File: src/rtl/instr_fetch_unit.sv
// Instruction fetch front-end: PC generation, single-outstanding imem requests,
// a prefetch FIFO toward decode, and redirect with flush.
package simple_processor_pkg;
  localparam int ADDR_WIDTH = 16;
  localparam int DATA_WIDTH = 16;
endpackage

module instr_fetch_unit #(
  parameter int ADDR_WIDTH = simple_processor_pkg::ADDR_WIDTH,
  parameter int DATA_WIDTH = simple_processor_pkg::DATA_WIDTH,
  parameter int PC_STEP    = 2,
  parameter int FIFO_DEPTH = 4
) (
  input  logic                  clk_i,
  input  logic                  arst_ni,
  input  logic [ADDR_WIDTH-1:0] boot_addr_i,
  input  logic                  en_i,
  input  logic                  redirect_i,
  input  logic [ADDR_WIDTH-1:0] redirect_addr_i,
  output logic                  imem_req_o,
  output logic [ADDR_WIDTH-1:0] imem_addr_o,
  input  logic [DATA_WIDTH-1:0] imem_rdata_i,
  input  logic                  imem_ack_i,
  output logic                  instr_valid_o,
  output logic [DATA_WIDTH-1:0] instr_o,
  output logic [ADDR_WIDTH-1:0] instr_pc_o,
  input  logic                  instr_ready_i
);

  localparam int PTR_W = $clog2(FIFO_DEPTH);
  localparam int CNT_W = PTR_W + 1;
  localparam logic [CNT_W-1:0]      DEPTH_C = CNT_W'(FIFO_DEPTH);
  localparam logic [ADDR_WIDTH-1:0] STEP_C  = ADDR_WIDTH'(PC_STEP);

  typedef enum logic [1:0] {BOOT, IDLE, REQ, DROP} state_e;

  typedef struct packed {
    logic [ADDR_WIDTH-1:0] pc;
    logic [DATA_WIDTH-1:0] instr;
  } entry_t;

  entry_t mem [FIFO_DEPTH];

  state_e                state_q, state_d;
  logic [ADDR_WIDTH-1:0] pc_q, pc_d;
  logic                  req_q, req_d;
  logic [ADDR_WIDTH-1:0] addr_q, addr_d;
  logic [CNT_W-1:0]      count_q, count_d;
  logic [PTR_W-1:0]      wptr_q, rptr_q;

  logic                  ack, flush, push, pop, room;
  logic [ADDR_WIDTH-1:0] fetch_pc;
  entry_t                head;

  // NOTE: every output of this block gets a default first, so no path can infer a latch.
  always_comb begin
    ack   = imem_ack_i && req_q;
    flush = redirect_i && (state_q != BOOT);
    pop   = instr_valid_o && instr_ready_i && !flush;
    push  = (state_q == REQ) && ack && !flush;

    count_d = flush ? '0 : count_q + CNT_W'(push) - CNT_W'(pop);
    room    = en_i && (count_d < DEPTH_C);

    // Address of the next fetch: redirect target, sequential successor, or current pc.
    if (flush)               fetch_pc = redirect_addr_i;
    else if (state_q == REQ) fetch_pc = addr_q + STEP_C;
    else                     fetch_pc = pc_q;

    state_d = state_q;
    pc_d    = pc_q;
    req_d   = req_q;
    addr_d  = addr_q;

    unique case (state_q)
      BOOT: begin
        pc_d    = boot_addr_i;
        state_d = IDLE;
      end
      IDLE: begin
        pc_d = fetch_pc;
        if (!flush && en_i && (count_q < DEPTH_C)) begin
          req_d   = 1'b1;
          addr_d  = pc_q;
          state_d = REQ;
        end
      end
      REQ: begin
        if (ack) begin
          pc_d = fetch_pc;
          if (room) begin
            addr_d = fetch_pc;
          end else begin
            req_d   = 1'b0;
            state_d = IDLE;
          end
        end else if (flush) begin
          pc_d    = fetch_pc;
          state_d = DROP;
        end
      end
      DROP: begin
        // The stale request stays on the bus; its data is thrown away on ack.
        pc_d = fetch_pc;
        if (ack) begin
          if (room) begin
            addr_d  = fetch_pc;
            state_d = REQ;
          end else begin
            req_d   = 1'b0;
            state_d = IDLE;
          end
        end
      end
      default: state_d = BOOT;
    endcase
  end

  // NOTE: sequential state uses non-blocking assignments so all registers update together.
  always_ff @(posedge clk_i or negedge arst_ni) begin
    if (!arst_ni) begin
      state_q <= BOOT;
      pc_q    <= '0;
      req_q   <= 1'b0;
      addr_q  <= '0;
      count_q <= '0;
      wptr_q  <= '0;
      rptr_q  <= '0;
    end else begin
      state_q <= state_d;
      pc_q    <= pc_d;
      req_q   <= req_d;
      addr_q  <= addr_d;
      count_q <= count_d;
      wptr_q  <= flush ? '0 : wptr_q + PTR_W'(push);
      rptr_q  <= flush ? '0 : rptr_q + PTR_W'(pop);
    end
  end

  // NOTE: FIFO storage has no reset; the head outputs are gated by valid instead.
  always_ff @(posedge clk_i) begin
    if (push) begin
      mem[wptr_q].pc    <= addr_q;
      mem[wptr_q].instr <= imem_rdata_i;
    end
  end

  assign head          = mem[rptr_q];
  assign instr_valid_o = (count_q != '0);
  assign instr_o       = instr_valid_o ? head.instr : '0;
  assign instr_pc_o    = instr_valid_o ? head.pc    : '0;
  assign imem_req_o    = req_q;
  assign imem_addr_o   = addr_q;

endmodule

File: config.mk
export PLATFORM = sky130hd
export DESIGN_NAME = instr_fetch_unit
export DESIGN_NICKNAME = d
export VERILOG_FILES = /design/src/rtl/instr_fetch_unit.sv
export SDC_FILE = /design/constraint.sdc
export NUM_CORES = 1
export LEC_CHECK = 0
export ABC_AREA = 1
export CAP_MARGIN = 25
export CELL_PAD_IN_SITES_DETAIL_PLACEMENT = 0
export CELL_PAD_IN_SITES_GLOBAL_PLACEMENT = 2
export CORE_UTILIZATION = 34
export DETAILED_ROUTE_END_ITERATION = 8
export GPL_ROUTABILITY_DRIVEN = 0
export GPL_TIMING_DRIVEN = 0
export PLACE_DENSITY_LB_ADDON = 0.1
export SYNTH_ARGS = -nofsm -noshare
export SYNTH_HDL_FRONTEND = slang
export SYNTH_SLANG_ARGS = --single-unit
export TNS_END_PERCENT = 5
File: constraint.sdc
create_clock -name clk_i -period 4.44 [get_ports clk_i]
set_clock_uncertainty 0.05 [all_clocks]
set_input_delay 0.666 -clock clk_i [delete_from_list [all_inputs] [get_ports clk_i]]
set_output_delay 0.666 -clock clk_i [all_outputs]
set_load 0.02 [all_outputs]
Word level (Yosys, flattened, before mapping)
Memory sizes are Yosys's and may differ from the RTL's.
Cells that the tools add are included.
{ "word_totals": {"in_bits": 54, "ff_bits": 42, "ramBits": 128, "out_inout_bits": 50, "mem_count": 1} }
{ "op_classes": {"n_reduce_logical": 19, "n_mux": 27, "addsub": 5, "eq_ne": 10, "n_lt_le_gt_ge": 2} }
{ "mem_list": {"columns": ["memory", "words", "width", "read_ports", "rd_clocked_by_memory_dff", "wr", "line_no", "rtl"], "rows": [
  ["mem", 4, 32, 1, 0, 1, "42", "entry_t mem [FIFO_DEPTH];"]
]} }
{ "op_table": {"columns": ["cell", "n"], "rows": [
  ["16-bit two-way mux", 9],
  ["16-bit case mux with 3 select lines", 1],
  ["16-bit case mux with 2 select lines", 1],
  ["16-bit by 2-bit adder with 16-bit output (second input constant)", 1],
  ["2-bit two-way mux", 8],
  ["4-bit AND reduction", 3],
  ["1-bit logical AND", 9],
  ["2-bit case mux with 4 select lines", 1],
  ["3-bit < comparator (second input constant)", 2],
  ["2-bit != test (second input constant)", 3],
  ["3-bit != test (second input constant)", 2],
  ["1-bit two-way mux", 5],
  ["2-bit by 1-bit adder with 2-bit output", 2],
  ["2-bit equality test (second input constant)", 2],
  ["2-bit by 1-bit != test with 1-bit output (second input constant)", 2],
  ["2-bit nonzero test", 2],
  ["2-bit OR reduction", 2],
  ["3-bit by 1-bit adder with 3-bit output", 1],
  ["3-bit two-way mux", 1],
  ["3-bit nonzero test", 1],
  ["3-bit by 1-bit subtractor with 3-bit output", 1],
  ["2-bit by 1-bit equality test with 1-bit output (second input constant)", 1],
  ["2-bit zero test", 1],
  ["1-bit case mux with 2 select lines", 1],
  ["1-bit zero test", 1]
]} }

Logic depth before layout (Yosys ltp)
Gate-level depths: netlist (run 1).
{ "logic_depth": {"word_depth": 12, "ltp_mapped": 22} }

Worst setup path before layout (run 1)
No wires, ideal clock.
{ "synth_timing": {"path_kind": "reg2reg", "from": "reg state_q[1]", "to": "mem mem[0][0] (netlist name) (enable)", "synth_period_minus_slack_ns": 3.840, "path_slack_ns": 0.600, "stages_incl_launch_ff": 9, "arrival_ns": 3.329, "path_buffers": 2, "required_ns": 3.929, "path_cell_list": "dfrtp_1 -> buf_4 -> nand2_1 -> buf_2 -> nor2_1 -> inv_1 -> nor2_1 -> inv_1 -> nor3_1"} }
{ "synth_via": {"elab_chain_len": 6, "elab_cells_between_ends": 8, "classes_between": "eq/ne (1); mux (2); reduce/logical (5)"} }
{ "synth_lines": {"columns": ["element", "line_no", "rtl"], "rows": [
  ["start, declared", "44", "state_e state_q, state_d;"],
  ["start signal, assigned", "130", "state_q <= state_d;"],
  ["2-bit nonzero test", "58", "flush = redirect_i && (state_q != BOOT);"],
  ["1-bit logical AND", "58", null],
  ["1-bit zero test", "60", "push = (state_q == REQ) && ack && !flush;"],
  ["1-bit logical AND *", "60", null],
  ["1-bit two-way mux *", "142", "if (push) begin"],
  ["1-bit two-way mux (not written as such) *", "144", "mem[wptr_q].instr <= imem_rdata_i;"],
  ["end, declared", "42", null]
]} }
Mark *: on every way between the ends. The rest lies on a longest branch, timed or not.

Worst setup path in the final report (run 1)
{ "layout_timing": {"from": "reg count_q[2]", "to": "reg addr_q[9], in the netlist imem_addr_o[9]"} }
{ "layout_via": {"elab_chain_len": 9, "elab_cells_between_ends": 13, "classes_between": "add/sub (2); order compare (2); eq/ne (2); mux (1); reduce/logical (6)"} }
{ "layout_lines": {"columns": ["element", "line_no", "rtl"], "rows": [
  ["start, declared", "48", "logic [CNT_W-1:0] count_q, count_d;"],
  ["start signal, assigned", "134", "count_q <= count_d;"],
  ["parallel branches: the longest is 8 deep, another holds 3-bit by 1-bit adder with 3-bit output", null, null],
  ["4-bit AND reduction (no source line) *", null, null],
  ["end signal, assigned", "133", "addr_q <= addr_d;"],
  ["end, declared", "47", "logic [ADDR_WIDTH-1:0] addr_q, addr_d;"]
]} }
Mark *: on every way between the ends.
A chain may end at the register's enable or synchronous reset.

==> metrics.txt, run 1 <==
crit path max fanout=10; area growth from synthesis to layout=27.7%; clock latency at the later pin of the worst-skew pair=0.43 ns; routed wl met3=806 um; CP endpoint kind=register; Netlist cell types=31; WL/cell=16.8 um; DR DRC count=0; CTS tree=done; final setup fails=0; Die X=154 um; Fin Setup TNS=0 ns; Tcrit/Tclk final=88.4%; RR Startpoint=count_q[2]; DIE AREA=23600 um2; leak pwr=3.86 nW; Hold Vio Cnt, Final=0; WL met2=10.6 mm; max cap viols=0; worst slack, placed=0.239 ns; layout cells sized above 1=9.22%; cts bufs inserted=17; largest net degree at the start of global routing=23; clock slew at reported path FFs=0.07 ns; clk buf depth=2; Yosys top cell by area=edfxtp_1; die height=154 um; DR pass1 iterations=7; CTS H-tree lvls=4; Starting Density=34.6%; synthesized area=7830 um2; CP required=4.70 ns; Root Driver=clkbuf_16; Tot Pwr=6.94 mW; first-pass GRT wire length=34.0 mm; design area=10000 um2; Fillers=2187; crit path launch=count_q[2]; vias in the first global route=6058; Iter 0 DRT Violations=353; via count=6093; met1 wire length=9.55 mm; Layout Cells excl Fill=1261; reg-to-reg slack, setup=0.51 ns; Slew headroom=33.1%; Top delay family on crit path=simple AND/OR/NAND/NOR gates; Post-Place Cells=1229; Top Layer Used=met4; register area share after synthesis=62.5%; Most common cell on crit path=nand2_1; f_max=255 MHz; worst-path cell chain=inv_1, nand2_1, nor2_2, clkbuf_1, nor2_1, ha_1, inv_1, ha_1, inv_1, fa_1, nand3_1, nand3_1, nand2_1, nand2_1, nand2_4, buf_6, nor2_2, nand2_1, nand2_1; Worst VDD drop=0.396 mV; max-slew violations=0; Post CTS Setup Buffer Count=0; Min Hold Slack=0.174 ns; flops & latches, synth=170; ANT nets after route=0; share of the synthesized area in the top cell type=49.1%; I/O Pins=104; Largest stage delay, worst path=0.50 ns; hold buffer count at CTS=0; post-synthesis net count=887; Synth Area per Inst=9.46 um2; final wirelength=21.2 mm; final core utilization=44.2%; commonest non-fill, non-tap cell in the layout=nand2_1; fin crit period=3.93 ns; clock tree sinks=170; outcome=completed; hpwl dp=15.3 mm; Worst Path Class, Setup=register to register; GR Util All Layers=19.1%; Rows=55; Reg2Reg Depth=19; initial antenna violation count=0; final net count=1023; total gr overflow=0; Slowest-stage cell, CP=clkbuf_1; synth warn=0; PwrDens=694 nW/um2; Vias per Instance=4.83; Port Buffer Count=103; Area contributors post-synth=edfxtp_1, dfrtp_1, nand2_1, nor2_1, o21ai_0; crit start category=register; WP data arrival=4.18 ns; fin worst setup slack=0.515 ns; Reg-to-Reg End=imem_addr_o[9]; WP buf/inv=5; Hold Crit Class=input pin to asynchronous set/reset pin; Syn Inst Count=827; RSZ-0062 raised after global routing=no; worst slew pin tran=0.998 ns; Antenna Cells=0; Core Area=22600 um2; dpl cell area=9390 um2; most frequent cells in the layout=nand2_1, nor2_1, edfxtp_1, clkdlybuf4s50_1, o21ai_0
-- cell families (layout without fill, tap and decap cells) --
family	count (synthesis)	in the layout	share of synthesized area, %
simple gates	406	406	21.1
xor+xnor	5	5	0.560
fa+ha+maj	6	6	1.06
flops	170	170	62.5
buf+inv	86	235	4.62
compound gates	154	154	10.2
-- state kept, by name (all words and copies together), names as in the netlist --
| signal | cells |
|---|---|
| imem_addr_o | 16 |
| state_q | 2 |
| mem | 128 |
| wptr_q | 2 |
| rptr_q | 2 |
| count_q | 3 |
| imem_req_o | 1 |
| pc_q | 16 |
-- final cells by class --
| type | count | area [um2] | area share, % |
|---|---|---|---|
| Tap cell | 285 | 357 | 3.57 |
| Inverter | 45 | 169 | 1.69 |
| Buffer | 41 | 193 | 1.93 |
| Timing Repair Buffer | 117 | 1180 | 11.9 |
| Sequential cell | 170 | 4890 | 49.0 |
| Multi-Input combinational cell | 571 | 2590 | 25.9 |
| Clock inverter | 15 | 180 | 1.80 |
| Clock buffer | 17 | 425 | 4.26 |
-- Yosys cell counts --
| master | instances |
|---|---|
| nand2_1 | 175 |
| nor2_1 | 173 |
| edfxtp_1 | 128 |
| o21ai_0 | 91 |
| a21oi_1 | 53 |
| dfrtp_1 | 42 |
| inv_1 | 41 |
| nand3_1 | 28 |
| clkbuf_1 | 24 |
| or2_2 | 13 |
| buf_2 | 7 |
| buf_1 | 5 |
| ha_1 | 5 |
| o21ai_1 | 5 |
| nand4_1 | 4 |
| nor2_2 | 4 |
| nor3_1 | 4 |
| buf_6 | 3 |
| inv_2 | 3 |
| nor2_4 | 3 |
| xnor2_1 | 3 |
| buf_4 | 2 |
| o22ai_1 | 2 |
| xor2_1 | 2 |
| a31oi_4 | 1 |
| clkinv_1 | 1 |
| fa_1 | 1 |
| nand2_2 | 1 |
| nand2_4 | 1 |
| o211ai_1 | 1 |
| o21bai_1 | 1 |
-- worst max-delay path by stage --
| stage | slack (ns) | end | depth (start not counted) |
|---|---|---|---|
| global placement | -2.13 | mem[1][26] | 7 |
| finish | 0.51 | imem_addr_o[9] | 19 |
| global route | 0.17 | imem_addr_o[6] | 19 |
| CTS | 0.23 | imem_addr_o[9] | 19 |
| detailed placement | 0.24 | imem_addr_o[9] | 19 |
| floorplan | 0.60 | mem[0][0] | 8 |
-- report_power, final --
| group | switching, mW | internal [mW] |
|---|---|---|
| clock | 0.666 | 0.854 |
| sequential | 0.310 | 2.01 |
| combinational | 1.92 | 1.17 |
-- worst register-to-register path, stage by stage, from the launching register on --
cell	delay, ns
dfrtp_1	0.38
inv_1	0.15
nand2_1	0.13
nor2_2	0.41
clkbuf_1	0.50
nor2_1	0.22
ha_1	0.33
inv_1	0.05
ha_1	0.13
inv_1	0.05
fa_1	0.38
nand3_1	0.10
nand3_1	0.12
nand2_1	0.15
nand2_1	0.13
nand2_4	0.18
buf_6	0.18
nor2_2	0.04
nand2_1	0.08
nand2_1	0.05
-- layer usage --
layer  GRT usage (%)  vias to the layer above
met4            5.29                        0
met1            24.6                     2876
met2            32.9                      153
met5               0                        -
met3            3.35                       17
li1                -                     3047
-- timing repair --
action	in CTS	in global routing
endpoints found under the setup margin	0	3
endpoints found under the hold margin	0	0
gates resized for setup	0	1
No activity file was read; power rests on OpenSTA's default activity.
==> run 2, diff against run 1 <==
- CORE_ASPECT_RATIO: unset -> 0.6
==> metrics.txt, run 2 (synthesized netlist as in run 1, its figures left out) <==
initial antenna violation count=0 (unchanged); cts bufs inserted=17 (unchanged); clock slew at reported path FFs=0.07 ns (about the same); WP buf/inv=5 (unchanged); CTS H-tree lvls=4 (unchanged); DR DRC count=0 (unchanged); via count=6292 (+3.3%); design area=10100 um2 (+0.61%); dpl cell area=9450 um2 (+0.67%); Tcrit/Tclk final=92.2% (+3.8 points); Die X=198 um (+29%); outcome=completed; f_max=244 MHz (-4.2%); final net count=1024 (+0.098%); first-pass GRT wire length=34.9 mm (+2.6%); Largest stage delay, worst path=0.61 ns (+0.11 ns); clock latency at the later pin of the worst-skew pair=0.43 ns (about the same); max-slew violations=0 (unchanged); Top delay family on crit path=simple AND/OR/NAND/NOR gates; RR Startpoint=count_q[2]; PwrDens=700 nW/um2 (+0.79%); most frequent cells in the layout=nand2_1, nor2_1, edfxtp_1, clkdlybuf4s50_1, o21ai_0; Hold Vio Cnt, Final=0 (unchanged); DR pass1 iterations=5 (-2); Core Area=22300 um2 (-1.6%); Rows=42 (-24%); Layout Cells excl Fill=1285 (+1.9%); crit path max fanout=10 (unchanged); final wirelength=22.6 mm (+6.3%); worst slew pin tran=0.937 ns (-0.0607 ns); fin crit period=4.10 ns (+0.171 ns); CTS tree=done; WL/cell=17.6 um (+4.3%); Top reg by flops=mem; Post CTS Setup Buffer Count=0 (unchanged); hpwl dp=16.6 mm (+7.9%); max reg flops=128 (unchanged); DIE AREA=23600 um2 (about the same); area growth from synthesis to layout=28.5%; final setup fails=0 (unchanged); crit start category=register; max cap viols=0 (unchanged); Worst VDD drop=0.331 mV (-16%); cts repair resizes=0 (unchanged); Iter 0 DRT Violations=402 (+14%); hold buffer count at CTS=0 (unchanged); Reg2Reg Depth=19 (unchanged); layout cells sized above 1=8.60% (-0.62 points); Reg-to-Reg End=imem_addr_o[6]; RSZ-0062 raised after global routing=no; Most common cell on crit path=nand2_1; Antenna Cells=0 (unchanged); Root Driver=clkbuf_16; worst-path cell chain=inv_1, nand2_1, nor2_1, clkbuf_1, nor2_1, ha_1, inv_1, ha_1, inv_1, fa_1, nand3_1, nand3_1, nand2_1, nand2_1, nand2_4, buf_6, nor2_2, nand2_1, nand2_1; CP endpoint kind=register; total gr overflow=0 (unchanged); Vias per Instance=4.90 (+1.3%); Port Buffer Count=103 (unchanged); Hold Crit Class=input pin to asynchronous set/reset pin; leak pwr=3.87 nW (+0.25%); clk buf depth=2 (unchanged); vias in the first global route=6285 (+3.7%); ANT nets after route=0 (unchanged); reg-to-reg slack, setup=0.34 ns (-0.17 ns); Starting Density=35.1% (+0.56 points); WP data arrival=4.37 ns (+0.19 ns); CP required=4.71 ns (about the same); commonest non-fill, non-tap cell in the layout=nand2_1; I/O Pins=104 (unchanged); largest net degree at the start of global routing=35 (+52%); Worst Path Class, Setup=register to register; Slew headroom=37.2% (+4.1 points); Post-Place Cells=1253 (+2.0%); GR Util All Layers=20.1% (+1.0 points); Slowest-stage cell, CP=nor2_1; die height=120 um (-22%); clock tree sinks=170 (unchanged)
run 2: cell count changes in the layout (fill, tap and decap cells not counted):
cell,delta
buf_4,-2
buf_6,-1
buf_8,+4
bufinv_16,+2
clkbuf_1,+1
clkinv_1,+5
clkinvlp_4,-1
inv_6,-2
inv_8,-5
nor2_1,+1
nor2_2,-1
run 2: power by group:
group          internal (mW)  switching, mW
combinational           1.17           1.99
clock                  0.934          0.616
sequential              2.02          0.310
total                   4.12           2.92
run 2: worst register-to-register path: stages (launching register included):
cell,delay (ns)
dfrtp_1,0.38
inv_1,0.13
nand2_1,0.11
nor2_1,0.61
clkbuf_1,0.51
nor2_1,0.20
ha_1,0.33
inv_1,0.06
ha_1,0.13
inv_1,0.04
fa_1,0.38
nand3_1,0.09
nand3_1,0.14
nand2_1,0.16
nand2_1,0.12
nand2_4,0.20
buf_6,0.19
nor2_2,0.04
nand2_1,0.06
nand2_1,0.05
run 2: worst max-delay path by stage:
stage                    start              to  slack, ns  depth (start not counted)
floorplan           state_q[1]       mem[0][0]       0.60                          8
CTS                 count_q[2]  imem_addr_o[6]       0.31                         19
detailed placement  redirect_i  imem_addr_o[6]       0.30                         20
finish              count_q[2]  imem_addr_o[6]       0.34                         19
global route        count_q[2]  imem_addr_o[1]       0.01                         18
global placement    imem_ack_i      mem[0][27]      -2.12                          7
run 2: routing by layer:
metal / vias up / share of wire (%) / track usage, %
met5: - / 0 / 0
met4: 0 / 0.85 / 4.84
met3: 12 / 5.5 / 4.33
met2: 172 / 43 / 29.0
met1: 3069 / 51 / 30.6
li1: 3039 / - / -
run 2: final cells by class:
cell class                      instances  area [um2]
Clock inverter                         14         178
Buffer                                 41         193
Clock buffer                           18         429
Inverter                               45         169
Timing Repair Buffer                  118        1220
Tap cell                              308         385
Sequential cell                       170        4890
Multi-Input combinational cell        571        2590
Fill cell                            2130       12200
run 2: stage by stage:
stage	setup WS (ns)	TNS (ns)	util [%]	power [mW]	hold WS (ns)
final	0.344	0	45.1	7.04	0.0485
after global routing	0.0111	0	45.1	7.51	0.0472
after CTS	0.308	0	45.1	7.09	0.0415
after detailed placement	0.303	0	42.4	5.52	0.451
after global placement	-2.12	-256.36	41.5	5.47	0.443
after floorplan	0.600	0	-	4.17	0.320
